`src/rtl/trdb_pkg.sv`:
```
// -----------------------------------------------------------------------------
// trdb_pkg
// Shared constants and types for the trace debugger packet streaming path.
//   TRDB_WORD_W : default output word width toward the uDMA
//   TRDB_PKT_W  : default maximum trace packet width
//   TRDB_LEN_W  : width of a packet length field able to hold 0..TRDB_PKT_W
//   trdb_pkt_t  : packet FIFO entry (payload + valid bit count)
// -----------------------------------------------------------------------------
package trdb_pkg;

    localparam int unsigned TRDB_WORD_W = 32;
    localparam int unsigned TRDB_PKT_W  = 64;
    localparam int unsigned TRDB_LEN_W  = $clog2(TRDB_PKT_W + 1);

    typedef struct packed {
        logic [TRDB_PKT_W-1:0] bits;
        logic [TRDB_LEN_W-1:0] len;
    } trdb_pkt_t;

endpackage

```
`src/rtl/trdb_fifo.sv`:
```
// -----------------------------------------------------------------------------
// trdb_fifo
// Generic synchronous FIFO with first-word fall-through read data.
// Pointers carry one extra wrap bit so full and empty are told apart by the MSB.
// Ports:
//   clk_i, rst_ni : clock, asynchronous active-low reset
//   push_i/data_i : write request and data (ignored while full)
//   pop_i/data_o  : read request (ignored while empty) and head entry
//   full_o/empty_o: occupancy flags
//   count_o       : number of stored entries, 0..DEPTH
// -----------------------------------------------------------------------------
module trdb_fifo
    import trdb_pkg::*;
#(
    parameter int unsigned DATA_W = TRDB_PKT_W + TRDB_LEN_W,
    parameter int unsigned DEPTH  = 4
) (
    input  logic                       clk_i,
    input  logic                       rst_ni,
    input  logic                       push_i,
    input  logic [DATA_W-1:0]          data_i,
    input  logic                       pop_i,
    output logic [DATA_W-1:0]          data_o,
    output logic                       full_o,
    output logic                       empty_o,
    output logic [$clog2(DEPTH):0]     count_o
);

    localparam int unsigned AW = $clog2(DEPTH);

    logic [DATA_W-1:0] mem_r [DEPTH];
    logic [AW:0]       wr_ptr_r;
    logic [AW:0]       rd_ptr_r;
    logic              full_s;
    logic              empty_s;

    assign empty_s = (wr_ptr_r == rd_ptr_r);
    assign full_s  = (wr_ptr_r[AW] != rd_ptr_r[AW]) && (wr_ptr_r[AW-1:0] == rd_ptr_r[AW-1:0]);

    assign data_o  = mem_r[rd_ptr_r[AW-1:0]];
    assign full_o  = full_s;
    assign empty_o = empty_s;
    assign count_o = wr_ptr_r - rd_ptr_r;

    // Storage and pointer update; overflow/underflow requests are ignored.
    always_ff @(posedge clk_i or negedge rst_ni) begin
        if (!rst_ni) begin
            wr_ptr_r <= {(AW+1){1'b0}};
            rd_ptr_r <= {(AW+1){1'b0}};
            for (int i = 0; i < int'(DEPTH); i++) begin
                mem_r[i] <= {DATA_W{1'b0}};
            end
        end else begin
            if (push_i && !full_s) begin
                mem_r[wr_ptr_r[AW-1:0]] <= data_i;
                wr_ptr_r                <= wr_ptr_r + {{AW{1'b0}}, 1'b1};
            end
            if (pop_i && !empty_s) begin
                rd_ptr_r <= rd_ptr_r + {{AW{1'b0}}, 1'b1};
            end
        end
    end

endmodule

```
`src/rtl/trdb_packet_stream.sv`:
```
// -----------------------------------------------------------------------------
// trdb_packet_stream
// Buffers variable-length trace packets in a FIFO, packs them LSB-first into a
// continuous bitstream and emits WORD_W-bit words over valid/ready.
// Ports:
//   clk_i, rst_ni        : clock, asynchronous active-low reset
//   packet_bits_i/len_i  : packet payload (LSB-aligned) and valid bit count
//   packet_valid_i       : packet offered; accepted when packet_grant_o is high
//   packet_grant_o       : FIFO has room (independent of packet_valid_i)
//   flush_i              : zero-pad and emit any partial word once drained
//   word_o/word_valid_o  : output word and its valid
//   word_ready_i         : downstream accepts the word
//   fill_o               : bits held in the residual register
//   busy_o               : FIFO non-empty, residual non-empty or flush pending
// Optional build macro TRDB_STREAM_DROP_EN: grant is tied high, packets
// arriving on a full FIFO are dropped and counted (drop_cnt_o, saturating)
// and overflow_o goes sticky high on the first drop.
// -----------------------------------------------------------------------------
module trdb_packet_stream
    import trdb_pkg::*;
#(
    parameter int unsigned WORD_W = TRDB_WORD_W,
    parameter int unsigned PKT_W  = TRDB_PKT_W,
    parameter int unsigned DEPTH  = 4,
    parameter int unsigned LEN_W  = $clog2(PKT_W + 1)
) (
    input  logic              clk_i,
    input  logic              rst_ni,
    input  logic [PKT_W-1:0]  packet_bits_i,
    input  logic [LEN_W-1:0]  packet_len_i,
    input  logic              packet_valid_i,
    output logic              packet_grant_o,
    input  logic              flush_i,
    output logic [WORD_W-1:0] word_o,
    output logic              word_valid_o,
    input  logic              word_ready_i,
    output logic [LEN_W:0]    fill_o,
    output logic              busy_o
`ifdef TRDB_STREAM_DROP_EN
    ,
    output logic [15:0]       drop_cnt_o,
    output logic              overflow_o
`endif
);

    localparam int unsigned RES_W  = WORD_W + PKT_W - 1;
    localparam int unsigned FILL_W = LEN_W + 1;
    localparam int unsigned AW     = $clog2(DEPTH);
    localparam int unsigned ENT_W  = PKT_W + LEN_W;

    localparam logic [FILL_W-1:0] WORD_FILL = FILL_W'(WORD_W);
    localparam logic [LEN_W-1:0]  LEN_FULL  = LEN_W'(PKT_W);
    localparam logic [PKT_W-1:0]  PKT_ONE   = {{(PKT_W-1){1'b0}}, 1'b1};

    typedef struct packed {
        logic [PKT_W-1:0] bits;
        logic [LEN_W-1:0] len;
    } pkt_entry_t;

    pkt_entry_t        pkt_in_s;
    pkt_entry_t        pkt_head_s;
    logic              fifo_full_s;
    logic              fifo_empty_s;
    logic [AW:0]       fifo_count_s;
    logic              push_s;
    logic              pop_s;
    logic              hs_s;
    logic              hold_s;
    logic [PKT_W-1:0]  mask_s;
    logic [RES_W-1:0]  ext_s;
    logic [RES_W-1:0]  shifted_s;
    logic [FILL_W-1:0] f2_s;
    logic [AW:0]       cnt_next_s;
    logic              empty_next_s;
    logic [RES_W-1:0]  residual_next_s;
    logic [FILL_W-1:0] fill_next_s;
    logic              pend_next_s;
    logic              valid_next_s;
    logic              busy_next_s;

    logic [RES_W-1:0]  residual_r;
    logic [FILL_W-1:0] fill_r;
    logic              pend_r;
    logic              word_valid_r;
    logic              busy_r;

    assign pkt_in_s = '{bits: packet_bits_i, len: packet_len_i};

    trdb_fifo #(
        .DATA_W (ENT_W),
        .DEPTH  (DEPTH)
    ) u_fifo (
        .clk_i   (clk_i),
        .rst_ni  (rst_ni),
        .push_i  (push_s),
        .data_i  (pkt_in_s),
        .pop_i   (pop_s),
        .data_o  (pkt_head_s),
        .full_o  (fifo_full_s),
        .empty_o (fifo_empty_s),
        .count_o (fifo_count_s)
    );

`ifdef TRDB_STREAM_DROP_EN
    logic        drop_s;
    logic [15:0] drop_cnt_r;
    logic        overflow_r;

    // Zero-length packets are never stored nor counted as drops.
    assign push_s         = packet_valid_i && (packet_len_i != {LEN_W{1'b0}}) && !fifo_full_s;
    assign drop_s         = packet_valid_i && (packet_len_i != {LEN_W{1'b0}}) && fifo_full_s;
    assign packet_grant_o = 1'b1;
    assign drop_cnt_o     = drop_cnt_r;
    assign overflow_o     = overflow_r;

    // Saturating drop counter and sticky overflow flag.
    always_ff @(posedge clk_i or negedge rst_ni) begin
        if (!rst_ni) begin
            drop_cnt_r <= 16'h0000;
            overflow_r <= 1'b0;
        end else if (drop_s) begin
            overflow_r <= 1'b1;
            if (drop_cnt_r != 16'hFFFF) begin
                drop_cnt_r <= drop_cnt_r + 16'h0001;
            end
        end
    end
`else
    logic grant_r;

    // grant_r mirrors !full of the current FIFO state; a len==0 packet is granted but not written.
    assign push_s         = packet_valid_i && grant_r && (packet_len_i != {LEN_W{1'b0}});
    assign packet_grant_o = grant_r;

    // Grant is registered from the FIFO occupancy that follows this edge.
    always_ff @(posedge clk_i or negedge rst_ni) begin
        if (!rst_ni) begin
            grant_r <= 1'b0;
        end else begin
            grant_r <= (cnt_next_s != (AW+1)'(DEPTH));
        end
    end
`endif

    // Next-state for the residual register, pop decision and registered flags.
    always_comb begin
        hs_s   = word_valid_r && word_ready_i;
        // A presented word that is not taken must not change, so loading is frozen.
        hold_s = word_valid_r && !word_ready_i;

        if (pkt_head_s.len >= LEN_FULL) begin
            mask_s = {PKT_W{1'b1}};
        end else begin
            mask_s = (PKT_ONE << pkt_head_s.len) - PKT_ONE;
        end
        ext_s = {{(RES_W-PKT_W){1'b0}}, pkt_head_s.bits & mask_s};

        if (hs_s) begin
            shifted_s = residual_r >> WORD_W;
            if (fill_r >= WORD_FILL) begin
                f2_s = fill_r - WORD_FILL;
            end else begin
                f2_s = {FILL_W{1'b0}};
            end
        end else begin
            shifted_s = residual_r;
            f2_s      = fill_r;
        end

        if (!fifo_empty_s && !hold_s && (f2_s < WORD_FILL)) begin
            pop_s           = 1'b1;
            residual_next_s = shifted_s | (ext_s << f2_s);
            fill_next_s     = f2_s + {1'b0, pkt_head_s.len};
        end else begin
            pop_s           = 1'b0;
            residual_next_s = shifted_s;
            fill_next_s     = f2_s;
        end

        cnt_next_s   = fifo_count_s + {{AW{1'b0}}, push_s} - {{AW{1'b0}}, pop_s};
        empty_next_s = (cnt_next_s == {(AW+1){1'b0}});
        // A flush with nothing buffered falls straight through this clear term.
        pend_next_s  = (pend_r || flush_i) && !(empty_next_s && (fill_next_s == {FILL_W{1'b0}}));

        if (hold_s) begin
            valid_next_s = 1'b1;
        end else begin
            valid_next_s = (fill_next_s >= WORD_FILL) ||
                           (pend_next_s && empty_next_s && (fill_next_s != {FILL_W{1'b0}}));
        end

        busy_next_s = !empty_next_s || (fill_next_s != {FILL_W{1'b0}}) || pend_next_s;
    end

    // Alignment state and registered output flags.
    always_ff @(posedge clk_i or negedge rst_ni) begin
        if (!rst_ni) begin
            residual_r   <= {RES_W{1'b0}};
            fill_r       <= {FILL_W{1'b0}};
            pend_r       <= 1'b0;
            word_valid_r <= 1'b0;
            busy_r       <= 1'b0;
        end else begin
            residual_r   <= residual_next_s;
            fill_r       <= fill_next_s;
            pend_r       <= pend_next_s;
            word_valid_r <= valid_next_s;
            busy_r       <= busy_next_s;
        end
    end

    // Bits above fill are always zero, so a flushed partial word is zero-padded.
    assign word_o       = residual_r[WORD_W-1:0];
    assign word_valid_o = word_valid_r;
    assign fill_o       = fill_r;
    assign busy_o       = busy_r;

endmodule

```
`config.mk`:
```
export PLATFORM = sky130hd
export DESIGN_NAME = trdb_packet_stream
export DESIGN_NICKNAME = d
export VERILOG_FILES = /design/src/rtl/trdb_pkg.sv /design/src/rtl/trdb_fifo.sv /design/src/rtl/trdb_packet_stream.sv
export SDC_FILE = /design/constraint.sdc
export NUM_CORES = 1
export LEC_CHECK = 0
export BUFFER_PORTS_ARGS = -buffer_cell sky130_fd_sc_hd__buf_2
export CAP_MARGIN = 20
export CORE_MARGIN = 10
export CORE_UTILIZATION = 40
export DETAILED_ROUTE_END_ITERATION = 8
export PLACE_DENSITY = 0.58
export RECOVER_POWER = 25
export SLEW_MARGIN = 30
export SYNTH_ARGS = -nofsm -noshare
export SYNTH_HDL_FRONTEND = slang
export SYNTH_SLANG_ARGS = --single-unit
```
`constraint.sdc`:
```
create_clock -name clk_i -period 7.62 [get_ports clk_i]
set_clock_uncertainty 0.05 [all_clocks]
set_input_delay 0.762 -clock clk_i [delete_from_list [all_inputs] [get_ports clk_i]]
set_output_delay 0.762 -clock clk_i [all_outputs]
set_load 0.01 [all_outputs]
```
==> run_results.csv <==
group,metric,value,unit
status,status,"complete, but fails checks",
status,violations,"capacitance limit, slew limit",
yosys,synth-edff-count,0,
routing,drt_iter0_drc,2018,
timing,whs,360.0,ps
run,maxCapViolCount,3,
critical_path,cp_top_family,"multiplexers",
routing,drc,0,
cts,clk_latency,590,ps
critical_path,critical_path_arrival,6500,ps
cts,cts_tree,"yes",
timing,fmax,0.1647,GHz
routing,drt_pre_antenna_iters,6,
hold_path,holdCritStartpoint,"flush_i",
critical_path,crit_path_cell_trace,"mux4_2 > nor2_1 > nand3_1 > ha_1 > inv_1 > or4b_2 > o21ai_0 > a211oi_1 > a31oi_1 > mux2i_1 > a22o_1 > mux2i_1 > nand2_1 > a32o_1",
cts,postCtsHoldBufs,0,
placement,pre_cts_ws,1750,ps
yosys,ys_async_sr_fraction,100.0,%
yosys,synth_compound_area_share,16.17,%
critical_path,worstPathRequired,8050,ps
placement,dp_hpwl,56040,µm
critical_path,path_buf_inv,1,
finish,nets,2352,
timing,worst_pin_slew,4304,ps
cts,root_buffer,"clkbuf_16",
critical_path,reg2reg_depth,14,
grt,grt_pass1_vias,19180,
yosys,yosysTopAreaCell,"dfrtp_1",
critical_path,r2r_slack,1550,ps
finish,fin_util,44.60,%
critical_path,setup.worst_path.start_class,"register",
timing,layout_min_cycle_time,6071,ps
yosys,synth_top_family_by_area,"multiplexers",
grt,overflow,0,
cts,htree_num_levels,2,
die,die_w,264.3,µm
yosys,synthCells,2279,
critical_path,rr_endpoint,"residual_r[71]",
yosys,yosys_warnings,0,
timing,rsz0062_at_grt,"no",
finish,layout-drive-gt1-share,28.48,%
routing,drt_wl_total,79890,µm
grt,antenna_found_initial,5,
yosys,synth_fp_nets,2374,
finish,syn2layout_area_growth,10.26,%
grt,grt_max_degree,175,
yosys,synth_fa_ha_area_share,1.090,%
hold_path,hold_path.class,"in2reg",
timing,totalNegativeSetupSlack,0,ps
timing,drv_slew,228,
routing,detail_route.wl_per_cell,26.02,µm
timing,setup_viol,0,
timing,maxSlewHeadroom,-186.9,%
yosys,yosysTopAreaCellShare,41.61,%
routing,vias,19100,
hold_path,worstHoldPathCells,2,
die,row_count,89,
yosys,synth_area,23880,µm²
critical_path,cp_num_cells,14,
cts,numCtsBuffers,45,
cts,clockBufferDepth,3,
placement,gp_congestion,0.9558,
yosys,yosys.area_share.simple,11.70,%
yosys,synth_ff_type,"dfrtp_1",
yosys,synth.ff_latch_count,397,
die,ios,119,
yosys,synth.area.mux_share,23.80,%
critical_path,path_max_fanout,35,
yosys,yosysSeqAreaShare,41.61,%
critical_path,slowest_stage,"mux4_2",
critical_path,worstSetupPathType,"reg2reg",
yosys,ys_top_cells_by_count,"dfrtp_1 (397), mux2_2 (308), nor2_1 (183), nand2_1 (164), clkbuf_1 (134)",
yosys,post-synth-top-count-cell,"dfrtp_1",
die,start_util,40.45,%
cts,clock-sinks,397,
critical_path,worst_path_most_repeated_cell,"mux2i_1",
yosys,yosys.area_share.xor_xnor,0.8070,%
grt,grt_usage,22.09,%
cts,cts_resized,0,
grt,grt_pass1_wl,122300,µm
timing,fin_crit_sh,79.67,%
die,die-area,69860,µm²
hold_path,min_to,"pend_r",
timing,finalHoldViolations,0,
yosys,ys_types,96,
die,die_y,264.3,µm
routing,detail-route-antenna-nets,0,
cts,cts_setup_buffers,0,
yosys,synth.area.top_cells,"dfrtp_1 (42%), mux2_2 (15%), mux4_2 (6.1%)",
timing,layout_setup_ws,1550,ps
cts,path_clk_slew,60,ps
critical_path,critPathCaptureType,"register",
placement,io_buffers,118,
critical_path,critPathMaxStageDelay,940,ps
yosys,syn_area_per_cell,10.48,µm²
die,core-area,59020,µm²
routing,vias_per_cell,6.221,
critical_path,r2r-start,"u_fifo.rd_ptr_r[0]",
## logic make-up after synthesis
kind of cell / Yosys count
and+or+nand+nor: 578
AOI/OAI and AO/OA: 558
muxes: 448
DFF: 397
buffers and inverters: 257
xor gates and xnor gates: 22
adders and majority gates: 19
## cell usage in the layout, fill, tap and decap left out, types with 47 or more instances in the layout
cell,instances
a21oi_1,87
o21ai_0,125
nor2_1,183
buf_2,117
dfrtp_1,395
nand2_1,156
o22ai_1,52
mux2i_1,75
mux4_2,65
nand3_1,47
mux2_2,308
## sequential cells by signal, summed over array words and instances (netlist names)
name	cells
packet_grant_o	1
u_fifo.wr_ptr_r	3
fill_o	8
u_fifo.rd_ptr_r	3
busy_o	1
word_valid_o	1
u_fifo.mem_r	284
residual_r	95
pend_r	1
## area by class of cell
type                       count  area, µm²
timing repair buffer         153      879.6
inverter                      35      131.4
tap                          773      967.2
clock buffer                  66       1296
sequential                   397       9942
multi-input combinational   1625      12850
antenna                        4      10.01
clock inverter                17      247.7
fill                        5550      32700
## routing by layer
metal	up-vias	GRT usage (%)	routed length, µm
met1	9694	30.34	35410
li1	8487	-	-
met3	150	4.484	5614
met5	-	0	0
met2	768	34.38	36320
met4	0	7.151	2543
## how the worst max path moves through the flow
stage                        from           endpoint
3_3_place_gp   u_fifo.rd_ptr_r[0]     residual_r[71]
5_1_grt                    rst_ni  u_fifo.mem_r[228]
2_1_floorplan        word_ready_i             pend_r
3_5_place_dp   u_fifo.rd_ptr_r[0]     residual_r[71]
4_1_cts        u_fifo.rd_ptr_r[0]     residual_r[71]
6_report       u_fifo.rd_ptr_r[0]     residual_r[71]
## through the flow
step / instances / instance area, µm²
floorplan: 2279 / 23880
global placement: 2982 / 24760
detailed placement: 2982 / 24760
CTS: 3065 / 26300
global route: 3066 / 26310
finish: 3070 / 26320
Power is left out: the tool's default activity adds up to more than one toggle a clock period on the data nets, which glitch-free logic cannot reach.
